$ cat src/rtl/mesh_test_pkg.sv
// Shared types and constants for the mesh traffic test controller and its
// pattern lookup.
package mesh_test_pkg;

    localparam int NUM_PE = 8;
    localparam int CNT_W  = 3;
    localparam int RATE_W = 4;
    localparam int DST_W  = 24;
    localparam int MODE_W = 4;
    localparam int IDX_W  = $clog2(NUM_PE);

    typedef enum logic [2:0] {
        ST_IDLE   = 3'd0,
        ST_CONFIG = 3'd1,
        ST_FLUSH  = 3'd2,
        ST_SETTLE = 3'd3,
        ST_RUN    = 3'd4,
        ST_DONE   = 3'd5
    } state_t;

    typedef enum logic [2:0] {
        PAT_COMPLEMENT = 3'd0,
        PAT_REVERSE    = 3'd1,
        PAT_ROTATION   = 3'd2,
        PAT_SHUFFLE    = 3'd3,
        PAT_TORNADO    = 3'd4,
        PAT_NEIGHBOR   = 3'd5,
        PAT_HOTSPOT    = 3'd6,
        PAT_TURN       = 3'd7
    } pattern_t;

    typedef logic [NUM_PE-1:0][CNT_W-1:0] cnt_vec_t;

    typedef struct packed {
        logic [NUM_PE-1:0]             dbg;
        cnt_vec_t                      send;
        cnt_vec_t                      recv;
        logic [NUM_PE-1:0][RATE_W-1:0] rate;
        logic [NUM_PE-1:0][DST_W-1:0]  dst;
        logic [NUM_PE-1:0][MODE_W-1:0] mode;
    } pe_cfg_t;

    // A PE only takes part in completion if it has something to send/receive.
    function automatic logic [NUM_PE-1:0] nonzero_mask(input cnt_vec_t cnt);
        logic [NUM_PE-1:0] m;
        for (int i = 0; i < NUM_PE; i++) m[i] = |cnt[i];
        return m;
    endfunction

endpackage

$ cat src/rtl/mesh_pattern_rom.sv
// Combinational lookup from a traffic pattern code to the full per-PE
// configuration bundle.
module mesh_pattern_rom
    import mesh_test_pkg::*;
(
    input  logic [2:0] pattern_sel,
    output pe_cfg_t    cfg
);

    logic [NUM_PE-1:0][IDX_W-1:0] dst_idx;

    // Destination PE per source, listed PE7 down to PE0.
    always_comb begin
        dst_idx = '0;
        case (pattern_t'(pattern_sel))
            PAT_COMPLEMENT: dst_idx = {3'd0, 3'd1, 3'd2, 3'd3, 3'd4, 3'd5, 3'd6, 3'd7};
            PAT_REVERSE:    dst_idx = {3'd7, 3'd3, 3'd5, 3'd1, 3'd6, 3'd2, 3'd4, 3'd0};
            PAT_ROTATION:   dst_idx = {3'd7, 3'd3, 3'd6, 3'd2, 3'd5, 3'd1, 3'd4, 3'd0};
            PAT_SHUFFLE:    dst_idx = {3'd7, 3'd5, 3'd3, 3'd1, 3'd6, 3'd4, 3'd2, 3'd0};
            PAT_TORNADO:    dst_idx = {3'd2, 3'd1, 3'd0, 3'd7, 3'd6, 3'd5, 3'd4, 3'd3};
            PAT_NEIGHBOR:   dst_idx = {3'd0, 3'd7, 3'd6, 3'd5, 3'd4, 3'd3, 3'd2, 3'd1};
            default:        dst_idx = '0;
        endcase
    end

    always_comb begin
        cfg     = '0;
        cfg.dbg = '1;
        for (int i = 0; i < NUM_PE; i++) begin
            cfg.dst[i]  = DST_W'(dst_idx[i]);
            cfg.rate[i] = '0;
            case (pattern_t'(pattern_sel))
                // Everyone fires one packet at PE0, which expects all seven.
                PAT_HOTSPOT: begin
                    cfg.send[i] = (i == 0) ? 3'd0 : 3'd1;
                    cfg.recv[i] = (i == 0) ? 3'd7 : 3'd0;
                    cfg.mode[i] = 4'd1;
                end
                PAT_TURN: begin
                    cfg.send[i] = 3'd7;
                    cfg.recv[i] = 3'd7;
                    cfg.mode[i] = 4'd0;
                end
                default: begin
                    cfg.send[i] = 3'd1;
                    cfg.recv[i] = 3'd1;
                    cfg.mode[i] = 4'd1;
                end
            endcase
        end
    end

endmodule

$ cat src/rtl/mesh_test_ctrl.sv
// Sequences one mesh traffic test: load config, flush PEs, settle, run until
// all participating PEs report completion or the run budget expires.
module mesh_test_ctrl
    import mesh_test_pkg::*;
#(
    parameter int FLUSH_CYCLES   = 4,
    parameter int SETTLE_CYCLES  = 50,
    parameter int TIMEOUT_CYCLES = 100000
) (
    input  logic                      clk,
    input  logic                      rst,
    input  logic                      start,
    input  logic                      abort,
    input  logic [2:0]                pattern_sel,
    output logic [NUM_PE-1:0]         pe_enable,
    output logic [NUM_PE-1:0]         pe_flush_wire,
    output logic [NUM_PE-1:0]         pe_dbg_mode_wire,
    output logic [NUM_PE*CNT_W-1:0]   pe_send_num_wire,
    output logic [NUM_PE*CNT_W-1:0]   pe_receive_num_wire,
    output logic [NUM_PE*RATE_W-1:0]  pe_rate_wire,
    output logic [NUM_PE*DST_W-1:0]   pe_dst_seq_wire,
    output logic [NUM_PE*MODE_W-1:0]  pe_mode_wire,
    input  logic [NUM_PE-1:0]         pe_task_send_finish_flag,
    input  logic [NUM_PE-1:0]         pe_task_receive_finish_flag,
    output logic                      busy,
    output logic                      done,
    output logic                      timeout,
    output logic [31:0]               cycle_count
);

    localparam logic [31:0] FLUSH_LAST  = 32'(FLUSH_CYCLES - 1);
    localparam logic [31:0] SETTLE_LAST = 32'(SETTLE_CYCLES - 1);
    localparam logic [31:0] TIMEOUT_LIM = 32'(TIMEOUT_CYCLES);

    state_t            state;
    logic [2:0]        pattern_q;
    pe_cfg_t           rom_cfg;
    pe_cfg_t           cfg_q;
    logic [31:0]       phase_cnt;
    logic [31:0]       cycle_next;
    logic [NUM_PE-1:0] send_mask;
    logic [NUM_PE-1:0] recv_mask;
    logic              run_complete;
    logic              run_expired;

    mesh_pattern_rom u_rom (
        .pattern_sel (pattern_q),
        .cfg         (rom_cfg)
    );

    assign send_mask = nonzero_mask(cfg_q.send);
    assign recv_mask = nonzero_mask(cfg_q.recv);

    assign run_complete = ((pe_task_send_finish_flag & send_mask) == send_mask) &&
                          ((pe_task_receive_finish_flag & recv_mask) == recv_mask);

    // cycle_next already includes the current RUN cycle.
    assign cycle_next  = (cycle_count == 32'hFFFF_FFFF) ? cycle_count : cycle_count + 32'd1;
    assign run_expired = (cycle_next >= TIMEOUT_LIM);

    assign busy                = (state != ST_IDLE);
    assign pe_dbg_mode_wire    = cfg_q.dbg;
    assign pe_send_num_wire    = cfg_q.send;
    assign pe_receive_num_wire = cfg_q.recv;
    assign pe_rate_wire        = cfg_q.rate;
    assign pe_dst_seq_wire     = cfg_q.dst;
    assign pe_mode_wire        = cfg_q.mode;

    always_ff @(posedge clk) begin
        if (rst) begin
            state         <= ST_IDLE;
            pattern_q     <= '0;
            cfg_q         <= '0;
            phase_cnt     <= '0;
            pe_enable     <= '0;
            pe_flush_wire <= '1;
            done          <= 1'b0;
            timeout       <= 1'b0;
            cycle_count   <= '0;
        end else begin
            done <= 1'b0;
            if (abort) begin
                // Hold PEs in flush while idle after an abort; counters keep
                // their values for post-mortem.
                state         <= ST_IDLE;
                pe_enable     <= '0;
                pe_flush_wire <= '1;
            end else begin
                case (state)
                    ST_IDLE: begin
                        if (start) begin
                            pattern_q   <= pattern_sel;
                            timeout     <= 1'b0;
                            cycle_count <= '0;
                            state       <= ST_CONFIG;
                        end
                    end
                    ST_CONFIG: begin
                        cfg_q         <= rom_cfg;
                        phase_cnt     <= '0;
                        pe_flush_wire <= '1;
                        state         <= ST_FLUSH;
                    end
                    ST_FLUSH: begin
                        if (phase_cnt == FLUSH_LAST) begin
                            phase_cnt     <= '0;
                            pe_flush_wire <= '0;
                            state         <= ST_SETTLE;
                        end else begin
                            phase_cnt <= phase_cnt + 32'd1;
                        end
                    end
                    ST_SETTLE: begin
                        if (phase_cnt == SETTLE_LAST) begin
                            phase_cnt <= '0;
                            pe_enable <= '1;
                            state     <= ST_RUN;
                        end else begin
                            phase_cnt <= phase_cnt + 32'd1;
                        end
                    end
                    ST_RUN: begin
                        cycle_count <= cycle_next;
                        // Completion beats an expiry landing on the same cycle.
                        if (run_complete || run_expired) begin
                            timeout   <= !run_complete;
                            done      <= 1'b1;
                            pe_enable <= '0;
                            state     <= ST_DONE;
                        end
                    end
                    ST_DONE: begin
                        state <= ST_IDLE;
                    end
                    default: begin
                        state     <= ST_IDLE;
                        pe_enable <= '0;
                    end
                endcase
            end
        end
    end

endmodule

$ cat config.mk
export PLATFORM = sky130hd
export DESIGN_NAME = mesh_test_ctrl
export DESIGN_NICKNAME = d
export VERILOG_FILES = /design/src/rtl/mesh_test_pkg.sv /design/src/rtl/mesh_pattern_rom.sv /design/src/rtl/mesh_test_ctrl.sv
export SDC_FILE = /design/constraint.sdc
export NUM_CORES = 1
export LEC_CHECK = 0
export BUFFER_PORTS_ARGS = -buffer_cell sky130_fd_sc_hd__buf_2
export CAP_MARGIN = 10
export CORE_AREA = 2 2 151 153
export DETAILED_ROUTE_END_ITERATION = 10
export DIE_AREA = 0 0 153 155
export SLEW_MARGIN = 20
export SYNTH_ARGS = -nofsm -noshare
export SYNTH_HDL_FRONTEND = slang
export SYNTH_SLANG_ARGS = --single-unit
$ cat constraint.sdc
create_clock -name clk -period 6.33 [get_ports clk]
set_clock_uncertainty 0.15 [all_clocks]
set_input_delay 0.3165 -clock clk [delete_from_list [all_inputs] [get_ports clk]]
set_output_delay 0.3165 -clock clk [all_outputs]
set_load 0.05 [all_outputs]
==> results of run 1 <==
-- worst max-delay path by stage --
stage	end	cells past startpoint	from	slack [ns]
floorplan	timeout	10	cycle_count[0]	3.21
global placement	state[0]	8	cycle_count[9]	3.00
detailed placement	timeout	8	cycle_count[9]	2.94
CTS	timeout	8	cycle_count[9]	2.91
global route	state[0]	9	cycle_count[0]	2.84
finish	state[0]	9	cycle_count[0]	3.13
-- routing by layer --
| metal | vias up | wire, um |
|---|---|---|
| met2 | 292 | 8243 |
| li1 | 3086 | - |
| met5 | - | 0 |
| met4 | 0 | 318 |
| met1 | 2893 | 7723 |
| met3 | 16 | 1296 |
-- cells in the mapped netlist (16+ instances only) --
cell	n	area, um2
a21oi_1	54	270.3
a311oi_1	20	175.2
buf_4	304	2282
clkbuf_1	35	131.4
dfxtp_1	99	1982
nand2_1	68	255.2
nand3_1	35	175.2
nand4_1	16	100.1
nor2_1	117	439.2
nor3_1	30	150.1
o21ai_0	32	160.2
-- per-stage QoR --
stage	utilization [%]	worst slack, ns	power (mW)	instance area (um2)	instances
2_1_floorplan	-	3.213	1.148	8579	1242
3_3_place_gp	32.76	3.004	1.063	7281	1335
3_5_place_dp	32.76	2.937	1.064	7281	1335
4_1_cts	34.02	2.911	1.599	7561	1351
5_1_grt	34.07	2.839	1.646	7572	1352
6_report	34.07	3.132	1.581	7572	1352
-- report_power, final --
part           total [mW]  internal, mW  switching (mW)  leakage (nW)
registers           0.639         0.629          0.0103         0.799
clock network       0.530         0.272           0.257         0.139
logic               0.412        0.0294           0.382          2.38
total                1.58         0.931           0.650          3.31
-- tightest hold or removal path: cells and delay by family --
kind,cells,cell delay [ns]
muxes,1,0.05
buffers and inverters,1,0.09
and+or+nand+nor,1,0.07
-- kinds of logic (layout without fill, tap and decap cells) --
kind of cell	count (synthesis)	count (layout)	share of synthesized area (%)
other	1	226	0.04846
xor gates and xnor gates	27	27	3.056
AOI/OAI and AO/OA	170	170	14.33
muxes	5	5	0.6468
adders and majority gates	4	4	0.6144
buffers and inverters	365	189	32.77
DFF	99	99	25.61
and+or+nand+nor	347	347	22.93
-- flip-flops by register name, summed over array words and instances, names as in the netlist, 2 cells and up --
name / count
pe_dst_seq_wire: 20
pattern_q: 3
pe_receive_num_wire: 2
phase_cnt: 32
pe_send_num_wire: 2
cycle_count: 32
state: 3
-- layout make-up --
cell class,count,area [um2]
repair buffers,165,838.3
fillers,2406,14660
multi-input cells,778,4083
clock inverters,7,55.05
flip-flops and latches,99,1982
well taps,285,356.6
clock buffers,9,225.2
inverters,8,30.03
diodes,1,2.502
==> out/metrics.yaml, run 1 <==
outcome:
  status: "completed"
route:
  vias: 6287
  wl_per_cell_um: 13.01
  antenna_left: 0
  drcViolationCount: 0
  drtIter0Drc: 370
  via_per_inst: 4.650
  routed_wl_um: 17580
  dr.pass1.iters: 6
cells_and_area:
  syn_to_final_growth_pct: -2.150
  final_cell_mix: "conb_1, buf_2, nor2_1"
  drive_above_1_share_pct: 19.51
  final_nets: 1087
  final_common_cell: "conb_1"
global_route:
  grt_use_met1_pct: 17.46
  antenna_found_initial: 1
  grt.total_usage_pct: 13.70
  top_usage_layer: "met2"
  grt_pass1_wl_um: 26700
  grt-ovfl-total: 0
  grt_max_degree: 70
  grt_pass1_vias: 5080
  groute.layer.met2.usage_pct: 23.04
  grt_use_met3_pct: 3.064
sta:
  finalCritPeriodShare_pct: 50.52
  period_needed_ns: 3.198
  whs_ns: 0.05837
  finalSetupTns_ns: 0
  relSlewSlack_pct: 31.06
  setup_viol_count_final: 0
  drv_slew: 0
  fmax_mhz: 312.7
  rsz0062_at_grt: "no"
  hold_viol_final: 0
  tightest_slew_ns: 1.033
synthesis:
  postSynthAreaPerCell_um2: 7.602
  yosysWarningCount: 0
  ys_async_sr_fraction_pct: 0
  syn_inst: 1018
  netlist-cell-type-count: 68
  yosys_register_bits: 99
  synthesis.area_um2: 7739
  synth-edff-count: 0
  ys_dominant_reg_cell: "dfxtp_1"
  yosysSeqAreaShare_pct: 25.61
setup_path:
  path_cells: "ha_1, nand4_2, nor3_1, a21boi_2, mux2i_1, a31oi_1, nor4_2, and3_1, a311oi_1"
  timing.reg2reg.setup_slack_ns: 3.13
  critical_path_required_ns: 6.38
  r2r_cells: 9
  path_buf_inv: 0
  r2r_start: "cycle_count[0]"
  slowest_delay_ns: 0.45
  crit_path_start_kind: "register"
  worstSetupEndpointType: "register"
  crit_type: "register to register"
  critPathTopFamily: "simple AND/OR/NAND/NOR gates"
  critPathMaxFanout: 9
  r2r_end: "state[0]"
  worst_path_max_delay_cell: "a21boi_2"
  crit_arrival_ns: 3.25
clocking:
  htreeDepth: 3
  clockBufferDepth: 2
  hold_buffers: 0
  clk_pin_slew_ns: 0.08
  cts_buffers: 9
  cts-resized-gates: 0
  post_cts_buffers: 0
  clock_latency_ns: 0.35
  cts_tree: "built"
  cts_sinks: 99
  clock-root-buffer: "clkbuf_16"
floorplan:
  dieWidth_um: 153
  die_y_um: 155
  initial_core_util_pct: 34.82
  dieArea_um2: 23720
  ios: 386
  core_area_um2: 22230
  rows: 55
hold_path:
  hold_path_class: "primary input to register"
  min-delay-start: "pattern_sel[0]"
  worstHoldPathCells: 3
  worst_hold_path.endpoint: "pattern_q[0]"
power:
  powerDensity_nw_per_um2: 208.8
  vdd_drop_max_uv: 116.1
  leakage_nw: 3.315
flow_run:
  maxCapViolCount: 0
placed_design:
  detailed_place_hpwl_um: 12950
  portBuffers: 160
  gp_congestion: 0.8866
(Power assumes the default switching activity.)
==> inputs of run 2 (changes only) <==
ABC_AREA = 1   (was default)
PLACE_DENSITY = 0.67   (was default)
clock period = 2.9 ns   (was 6.33 ns; I/O delays follow)
==> out/metrics.yaml, run 2 <==
clocking:
  clock_latency_ns: 0.35
  cts_buffers: 9
  post_cts_buffers: 0
  clk_pin_slew_ns: 0.07
  clockBufferDepth: 2
  clock-root-buffer: "clkbuf_16"
  htreeDepth: 3
  hold_buffers: 5
  cts_sinks: 99
  cts-resized-gates: 0
  cts_tree: "built"
synthesis:
  synthTopCellsByCount: "buf_4, nand2_1, nor2_1, dfxtp_1, inv_1"
  synthesis.area_um2: 7861
  yosys_register_bits: 99
  synth.most_common_cell: "buf_4"
  ys_dominant_reg_cell: "dfxtp_1"
  yosysTopAreaCell: "buf_4"
  netlist-cell-type-count: 47
  synth-edff-count: 0
  yosys.area.top_type_share_pct: 28.74
  syn_inst: 1175
  yosysSeqAreaShare_pct: 25.21
  yosys-top-cells-area: "buf_4, dfxtp_1, nand2_1, nor2_1, inv_1"
  postSynthAreaPerCell_um2: 6.690
  yosysWarningCount: 0
  ys_async_sr_fraction_pct: 0
setup_path:
  worstSetupEndpointType: "register"
  critPathTopFamily: "simple AND/OR/NAND/NOR gates"
  crit_type: "register to register"
  r2r_cells: 14
  slowest_delay_ns: 0.37
  critical_path_required_ns: 3.03
  r2r_start: "cycle_count[0]"
  timing.reg2reg.setup_slack_ns: 0.26
  path_buf_inv: 2
  critPathMaxFanout: 28
  crit_path_start_kind: "register"
  r2r_end: "timeout"
  path_cells: "ha_1, inv_2, nor2_4, nand2_4, nor2_8, nand2_4, inv_1, a21oi_1, nand3_1, nor2_2, nand4_2, nand2_1, nand2_1, a21oi_2"
  worst_path_max_delay_cell: "dfxtp_1"
  crit_arrival_ns: 2.77
route:
  wl_per_cell_um: 12.31
  vias: 6823
  via_per_inst: 4.379
  drtIter0Drc: 402
  dr.pass1.iters: 5
  antenna_left: 0
  routed_wl_um: 19180
  drcViolationCount: 0
power:
  switching_share_pct: 38.92
  power_frac_seq_pct: 36.8
  leakage_nw: 3.929
  total_power_mw: 3.815
  p_int_mw: 2.330
  vdd_drop_max_uv: 212.9
  powerDensity_nw_per_um2: 476.1
  switchingPower_mw: 1.485
  clockPowerShare_pct: 37.3
  comb_power_share_pct: 25.9
floorplan:
  dieArea_um2: 23720
  core_area_um2: 22230
  die_y_um: 155
  dieWidth_um: 153
  initial_core_util_pct: 35.37
  ios: 386
  rows: 55
placed_design:
  detailed_place_hpwl_um: 14990
  gp_congestion: 0.9419
  portBuffers: 160
hold_path:
  worst_hold_path.endpoint: "state[2]"
  worstHoldPathCells: 3
  min-delay-start: "start"
  hold_path_class: "primary input to register"
sta:
  finalSetupTns_ns: 0
  finalCritPeriodShare_pct: 90.93
  rsz0062_at_grt: "no"
  period_needed_ns: 2.637
  hold_viol_final: 0
  fmax_mhz: 379.2
  drv_slew: 0
  tightest_slew_ns: 0.8028
  relSlewSlack_pct: 46.28
  setup_viol_count_final: 0
global_route:
  grt.total_usage_pct: 15.40
  grt_pass1_wl_um: 29800
  grt-ovfl-total: 0
  antenna_found_initial: 1
  grt_max_degree: 53
  grt_pass1_vias: 5766
cells_and_area:
  final_nets: 1293
  final_common_cell: "nand2_1"
  final_cell_mix: "nand2_1, conb_1, buf_2"
  syn_to_final_growth_pct: 1.926
  fin_util_pct: 36.05
  drive_above_1_share_pct: 18.32
flow_run:
  maxCapViolCount: 0
outcome:
  status: "completed"
==> run 2: cell count changes in the layout (fill, tap and decap cells not counted), sizes merged, moves of 14 or more <==
cell	before	now
nor2	117	139
a311oi	20	0
nand2	69	267
nand3	35	52
inv	12	94
nor4	20	6
==> run 2: worst max path at each step <==
| stage | start | to | slack, ns | cells past startpoint |
|---|---|---|---|---|
| finish | cycle_count[0] | timeout | 0.26 | 14 |
| CTS | cycle_count[0] | timeout | 0.29 | 14 |
| global placement | cycle_count[0] | timeout | 0.38 | 16 |
| global route | cycle_count[0] | timeout | 0.01 | 16 |
| floorplan | cycle_count[0] | timeout | 0.29 | 15 |
| detailed placement | cycle_count[0] | timeout | 0.31 | 14 |
==> run 2: logic make-up (layout without fill, tap and decap cells) <==
logic type / after synthesis / count (layout) / share of synthesized area (%)
DFF: 99 / 99 / 25.21
AOI/OAI and AO/OA: 127 / 127 / 8.945
and+or+nand+nor: 512 / 512 / 28.98
adders and majority gates: 3 / 3 / 0.4775
other: 1 / 226 / 0.04770
buffers and inverters: 416 / 289 / 34.44
xor gates and xnor gates: 17 / 17 / 1.894
==> run 2: layer usage <==
metal / track usage (%) / up-vias / part of all wire (%)
met4: 4.762 / 0 / 1.6
met1: 20.61 / 3134 / 44
li1: - / 3389 / -
met5: 0 / - / 0
met2: 25.24 / 279 / 48
met3: 2.869 / 21 / 6.4
==> run 2: final cells by class <==
cell class	count	area (um2)
Antenna cell	1	2.502
Clock buffer	10	239.0
Clock inverter	6	111.4
Fill cell	2416	14210
Inverter	94	352.8
Multi-Input combinational cell	884	4013
Sequential cell	99	1982
Tap cell	285	356.6
Timing Repair Buffer	179	955.9
==> run 2: per-stage QoR <==
step,cell area (um2),hold WS (ns),std cells,setup WS [ns]
4_1_cts,8010,0.08258,1557,0.2900
5_1_grt,8013,0.09128,1558,0.01495
2_1_floorplan,8702,0.1299,1399,0.2930
3_5_place_dp,7610,0.2701,1536,0.3079
3_3_place_gp,7610,0.2677,1536,0.3813
6_report,8013,0.1118,1558,0.2629
==> run 2: worst reg2reg max path: cells and delay by family (launching register included) <==
kind                     cells  cell delay (ns)
AND/OR/NAND/NOR              9             1.07
flip-flops                   1             0.37
AO/OA/AOI/OAI                2             0.36
adder cells (fa/ha/maj)      1             0.31
buffers and inverters        2             0.31
==> run 2: power groups by stage <==
stage / clock [mW] / combinational, mW / sequential (mW)
after CTS: 1.47 / 0.983 / 1.40
final: 1.42 / 0.988 / 1.40
after floorplan: 0 / 1.10 / 1.48
after detailed placement: 0 / 0.977 / 1.43
after global routing: 1.52 / 1.03 / 1.41
after global placement: 0 / 0.975 / 1.43
